<file path="src/rtl/uart_rx_fifo.sv">
// First-word-fall-through receive buffer behind the UART receiver.
// Each entry holds one frame plus its parity/stop error flags; occupancy and sticky overflow are reported.
module uart_rx_fifo #(
  parameter int DATA_WIDTH = 8,
  parameter int DEPTH      = 16,
  parameter int ADDR_WIDTH = 4,
  parameter int AF_LEVEL   = 12
) (
  input  logic                  clk,
  input  logic                  rst,
  input  logic [DATA_WIDTH-1:0] P_data,
  input  logic                  data_valid,
  input  logic                  par_err,
  input  logic                  stp_err,
  input  logic                  rd_en,
  input  logic                  ovf_clr,
  output logic [DATA_WIDTH-1:0] rd_data,
  output logic                  rd_par_err,
  output logic                  rd_stp_err,
  output logic                  empty,
  output logic                  full,
  output logic                  almost_full,
  output logic [ADDR_WIDTH:0]   count,
  output logic                  overflow
);

  localparam int ENTRY_WIDTH = DATA_WIDTH + 2;
  localparam logic [ADDR_WIDTH:0] DEPTH_CNT = (ADDR_WIDTH + 1)'(DEPTH);
  localparam logic [ADDR_WIDTH:0] AF_CNT    = (ADDR_WIDTH + 1)'(AF_LEVEL);

  logic [ENTRY_WIDTH-1:0] mem [DEPTH];
  logic [ENTRY_WIDTH-1:0] head_entry;

  logic [ADDR_WIDTH-1:0] wr_ptr_reg;
  logic [ADDR_WIDTH-1:0] rd_ptr_reg;
  logic [ADDR_WIDTH:0]   count_reg;
  logic [ADDR_WIDTH:0]   count_next;
  logic                  overflow_reg;
  logic                  overflow_next;

  logic push;
  logic pop;
  logic drop;

  // Status flags come only from the count register, never from pointer compares.
  assign empty       = (count_reg == '0);
  assign full        = (count_reg == DEPTH_CNT);
  assign almost_full = (count_reg >= AF_CNT);
  assign count       = count_reg;
  assign overflow    = overflow_reg;

  // A full FIFO still accepts a frame when a pop frees a slot in the same cycle.
  assign push = data_valid & (~full | rd_en);
  assign pop  = rd_en & ~empty;
  assign drop = data_valid & full & ~rd_en;

  always_comb begin
    count_next = count_reg;
    case ({push, pop})
      2'b10:   count_next = count_reg + 1'b1;
      2'b01:   count_next = count_reg - 1'b1;
      default: count_next = count_reg;
    endcase
  end

  // A new drop takes priority over a clear requested in the same cycle.
  always_comb begin
    overflow_next = overflow_reg;
    if (drop) begin
      overflow_next = 1'b1;
    end else if (ovf_clr) begin
      overflow_next = 1'b0;
    end
  end

  always_ff @(posedge clk or negedge rst) begin
    if (!rst) begin
      wr_ptr_reg   <= '0;
      rd_ptr_reg   <= '0;
      count_reg    <= '0;
      overflow_reg <= 1'b0;
    end else begin
      if (push) begin
        wr_ptr_reg <= wr_ptr_reg + 1'b1;
      end
      if (pop) begin
        rd_ptr_reg <= rd_ptr_reg + 1'b1;
      end
      count_reg    <= count_next;
      overflow_reg <= overflow_next;
    end
  end

  // Storage is deliberately left unreset; contents are meaningless while empty.
  always_ff @(posedge clk) begin
    if (push) begin
      mem[wr_ptr_reg] <= {stp_err, par_err, P_data};
    end
  end

  assign head_entry = mem[rd_ptr_reg];
  assign rd_data    = head_entry[DATA_WIDTH-1:0];
  assign rd_par_err = head_entry[DATA_WIDTH];
  assign rd_stp_err = head_entry[DATA_WIDTH+1];

endmodule

</file>
<file path="config.mk">
export PLATFORM = sky130hd
export DESIGN_NAME = uart_rx_fifo
export DESIGN_NICKNAME = d
export VERILOG_FILES = /design/src/rtl/uart_rx_fifo.sv
export SDC_FILE = /design/constraint.sdc
export NUM_CORES = 1
export LEC_CHECK = 0
export CORE_ASPECT_RATIO = 0.5
export CORE_MARGIN = 3
export CORE_UTILIZATION = 50
export CTS_BUF_LIST = sky130_fd_sc_hd__clkbuf_16
export DETAILED_ROUTE_END_ITERATION = 6
export GPL_ROUTABILITY_DRIVEN = 0
export MAX_ROUTING_LAYER = met4
export PLACE_DENSITY = 0.68
export SLEW_MARGIN = 20
export SYNTH_ARGS = -nofsm -noshare
export SYNTH_HDL_FRONTEND = slang
export SYNTH_SLANG_ARGS = --single-unit
</file>
<file path="constraint.sdc">
create_clock -name clk -period 5 [get_ports clk]
set_clock_uncertainty 0.2 [all_clocks]
set_input_delay 1 -clock clk [delete_from_list [all_inputs] [get_ports clk]]
set_output_delay 1 -clock clk [all_outputs]
set_load 0.005 [all_outputs]
</file>
After elaboration in Yosys (flattened, before gate mapping)
Memory sizes are Yosys's and may differ from the RTL's.
Index checks and enable logic that the tools add are counted.
{ "op_classes": {"add_sub_neg": 4, "order_cmp": 1, "eq_ne": 3, "mux": 5, "bitwise_logic": 8, "reduce_logical": 3} }
{ "op_table": {"columns": ["operator", "count"], "rows": [
  ["$pmux W5 S2", 1],
  ["$add A4 B1 Y4 const B", 2],
  ["$add A5 B1 Y5 const B", 1],
  ["$eq A5 B5 Y1 const B", 1],
  ["$ge A5 B4 Y1 const B", 1],
  ["$logic_not A5 Y1", 1],
  ["$sub A5 B1 Y5 const B", 1],
  ["$and A1 B1 Y1", 4],
  ["$mux W1", 4],
  ["$reduce_bool A2 Y1", 2],
  ["$not A1 Y1", 3],
  ["$eq A2 B1 Y1 const B", 1],
  ["$eq A2 B2 Y1 const B", 1],
  ["$or A1 B1 Y1", 1]
]} }
{ "totals": {"ff_bits": 14, "ramBits": 160, "inputBits": 15, "out_inout_bits": 19, "elab_cells": 29, "mem_count": 1} }
{ "mem_list": {"columns": ["name", "words", "word_bits", "read_ports", "rd_clocked_by_memory_dff", "write_ports", "line", "source"], "rows": [
  ["mem", 16, 10, 1, 0, 1, "31", "logic [ENTRY_WIDTH-1:0] mem [DEPTH];"]
]} }

Depth between registers and ports, before layout
{ "logic_depth": {"word_depth": 6, "depth_mapped": 10, "depth_no_buf": 9} }

Worst setup path after synthesis
Ideal clock, no wire load.
{ "synth_path": {"path_kind": "input to register", "from": "in rd_en", "to": "reg count_reg[4] (netlist: count[4])", "setup_ns": 0.080, "arrival_time_ns": 2.655, "required_ns": 4.720, "setup_slack_ns": 2.065, "path_stages": 9, "path_buffers": 1, "path_cell_list": "o31a_1 > buf_6 > inv_1 > ha_1 > ha_1 > a21o_1 > a21oi_1 > mux2i_1 > xnor2_1"} }
{ "synth_between": {"elab_chain_cells": 4, "word_cells_on_any_way": 7, "cone_classes": "2 x eq/ne; 1 x mux; 3 x bitwise; 1 x reduce/logical"} }
{ "synth_lines": {"columns": ["element", "line", "source"], "rows": [
  ["from (decl)", "15", "input logic rd_en,"],
  ["$or A1 B1 Y1", "53", "assign push = data_valid & (~full | rd_en);"],
  ["$and A1 B1 Y1", "53", null],
  ["$eq A2 B1 Y1 / $eq A2 B2 Y1 (equally long branches)", "59", "case ({push, pop})"],
  ["$pmux W5 S2 / $reduce_bool A2 Y1 (equally long branches)", null, null],
  ["to (signal assigned)", "89", "count_reg <= count_next;"],
  ["to (decl)", "36", "logic [ADDR_WIDTH:0] count_reg;"]
]} }
Several ways; a longest one is shown, not always the timed one.
A chain may end at the register's enable or synchronous reset.

Worst setup path after layout
{ "layout_path": {"from": "reg rd_ptr_reg[0]", "to": "out rd_data[3]"} }
{ "layout_between": {"elab_chain_cells": 1} }
{ "layout_lines": {"columns": ["element", "line", "source"], "rows": [
  ["from (decl)", "35", "logic [ADDR_WIDTH-1:0] rd_ptr_reg;"],
  ["from (signal assigned)", "87", "rd_ptr_reg <= rd_ptr_reg + 1'b1;"],
  ["$mem_v2 Z16 W10", null, null],
  ["to (decl)", "17", "output logic [DATA_WIDTH-1:0] rd_data,"]
]} }
No other way between the ends.

==> run metrics <==
status finished clean; Setup Fix Bufs, Post-CTS 0; Req. time, crit path about 3.8 ns; crit-path cells buf_12 > mux2i_1 > a221oi_1 > o21ai_0 > nand2_1 > clkdlybuf4s50_1; die footprint about 16,000 um2; Synth area leaders edfxtp_1 68%, mux4_2 6.4%, mux2i_1 5.8%; fin crit share 84.0%; H-tree depth 4; Iteration-0 DRC Markers 450; total power between 4 and 5 mW; Comb power frac a little under a third; Initial Util between 50% and 60%; synthesis-to-layout area growth 16.5%; fin util 62.1%; area of the multi-input gates approximately 1700 um2; Die X-Extent 174 um; first-pass GRT wire length ~22,000 um; Crit Path Max Fanout between 50 and 60; placed cell areas 7580 um2; main flop type after synthesis edfxtp_1; Max-slew headroom approximately 26%; Wirelength per Cell roughly 23 um; DP HPWL around 9300 um; final hold violations 0; initial antenna violation count 0; beginning of the critical path rd_ptr_reg[0]; grt total ovfl 0; FMAX around 0.24 GHz; first-pass detailed-route iteration total 6; setup violators final 0; HP Start overflow; Die Y 89.8 um; DR vias/cell about 5.9; Worst Path Buf+Inv 2; vias after detailed routing approximately 3,700; MaxCap Viol Count 0; Yosys warning count 0; Post-synth top cells 160 x edfxtp_1, 41 x mux2i_1, 20 x a221oi_1, 20 x mux4_2, 19 x nand2_1; Clk pwr share ~28%; worst vdd ir slightly above 0.0003 V; synthesized area about 7000 um2; Static Leak around 2.8 nW; Worst Path Arrival ~3.0 ns; slowest cell delay on critical path 0.61 ns; Slew Viols, Final 0; post-synthesis net count between 400 and 500; Power Internal ~3.3 mW; switching portion of total power 31.4%; CP top delay family buffers and inverters; worst-skew pair later-pin latency 0.41 ns; Yosys top cell area share 68.4%; synth unique cells 33; total negative slack 0 ns; Min Clock Period, post-route around 4.2 ns; Routed WL ~15,000 um; switching power 1.51 mW; pwr dens ~590 nW/um2; design area between 8000 and 9000 um2; RSZ-0062 raised after global routing no; CTS tree built; worst r2r src count[0]; Post-synth EDFFs 160; Synth async-reset ratio under 10%; Sink Count about 170; core area between 10,000 and 15,000 um2; Critical Path Sink Type output pin; max reg flops between 150 and 200; Clk pin slew, worst setup/hold paths 0.06 ns; leading area contributor after synthesis edfxtp_1; FF+latch count, synth 174; # resized after CTS 0; Seq pwr share 40.6%; GR Util All Layers between 15 and 20%; post-detailed-route count of antenna-violating nets 0; sequential-to-total area share from yosys stat roughly three quarters; Ant. Diodes 0; sequential cell area a little over 5000 um2; root buf cell clkbuf_16; # rows 29; worst hold path type register to register; vias in the first global route 3,623; Post-Syn Instances 382; buffer depth of the longest clock path 2; largest net degree at the start of global routing between 50 and 60; dpl ws around 1.1 ns; DRC 0; Worst-Margin Slew roughly 1.1 ns; Post-Syn Area per Cell roughly 18 um2; Hold-fix buffers, CTS 0; setup ws final approximately 0.80 ns; port buffer count 33; CP Launch Type register; Final #Nets 452; layout filler cell count ~910; fraction of layout cells with a size suffix above 1 between 10% and 20%; TritonCTS Buffers 17; # IOs 34; CP max-delay cell a221oi_1; Setup CP Type register to output pin; most frequent cell after synthesis edfxtp_1
## cells by family (layout without fill, tap and decap cells)
group | count (synthesis) | in the layout | share of synthesized area (%)
multiplexers | 63 | 63 | 12.6
XOR/XNOR | 10 | 10 | 1.35
AND/OR/NAND/NOR | 49 | 49 | 3.39
flip-flops | 174 | 174 | 73.4
AO/OA/AOI/OAI | 51 | 51 | 5.42
adder cells (fa/ha/maj) | 10 | 10 | 1.89
buffers and inverters | 25 | 82 | 1.98
## worst reg2reg max path, cell delays in order, from the launching register on
cell and delay (ns):
dfrtp_1 0.47, or3_4 0.46, o31a_1 0.43, inv_1 0.10
ha_1 0.28, ha_1 0.31, a21o_1 0.17, a21oi_1 0.21
mux2i_1 0.27, xnor2_1 0.14
## layout make-up
class / instances / area share, %
well taps: 186 / 2.85
flip-flops and latches: 174 / 63.1
multi-input cells: 183 / 21.2
clock buffers: 17 / 5.20
inverters: 5 / 0.229
clock inverters: 14 / 2.07
repair buffers: 46 / 5.38
## power groups by stage
stage | sequential (mW) | combinational (mW) | clock, mW
6_report | 1.95 | 1.53 | 1.33
5_1_grt | 1.97 | 1.64 | 1.39
4_1_cts | 1.95 | 1.53 | 1.33
3_5_place_dp | 1.98 | 1.52 | 0
3_3_place_gp | 1.96 | 1.49 | 0
2_1_floorplan | 1.88 | 1.02 | 0
## per-stage QoR
step / std cells / hold WS, ns
global route: 625 / 0.347
floorplan: 382 / 0.270
global placement: 594 / 0.316
detailed placement: 594 / 0.320
finish: 625 / 0.323
CTS: 625 / 0.330
## cells in the final DEF (no fill, tap or decap), drive strengths merged, types with 2 or more instances in the layout
master / instances
nand2b: 3
nor2: 14
o31a: 2
edfxtp: 160
o21ai: 14
clkdlybuf4s50: 33
buf: 13
mux2i: 41
bufinv: 3
nor2b: 2
a22oi: 10
xor2: 2
mux4: 20
ha: 9
a21o: 3
dfrtp: 14
inv: 7
xnor2: 8
nand2: 20
clkbuf: 17
a21oi: 2
a221oi: 20
nor3: 6
clkinvlp: 3
clkinv: 6
mux2: 2
## layer usage
layer / GRT usage [%] / share of wire [%] / up-vias
met5: - / 0 / -
met1: 28.7 / 45 / 1886
li1: - / - / 1620
met2: 28.6 / 46 / 190
met4: 4.88 / 0.96 / 0
met3: 3.87 / 7.9 / 19
## final timing paths
path / end / slack [ns] / cells past startpoint
worst min register to register: overflow / 0.32 / 2
max in group asynchronous: rd_ptr_reg[0] / 3.22 / 1
worst max-delay path: rd_data[3] / 0.80 / 6
min in group asynchronous: overflow / 0.82 / 1
worst max register to register: count[4] / 1.88 / 9
worst min-delay path: overflow / 0.32 / 2
Power figures use the tool's default switching activity.
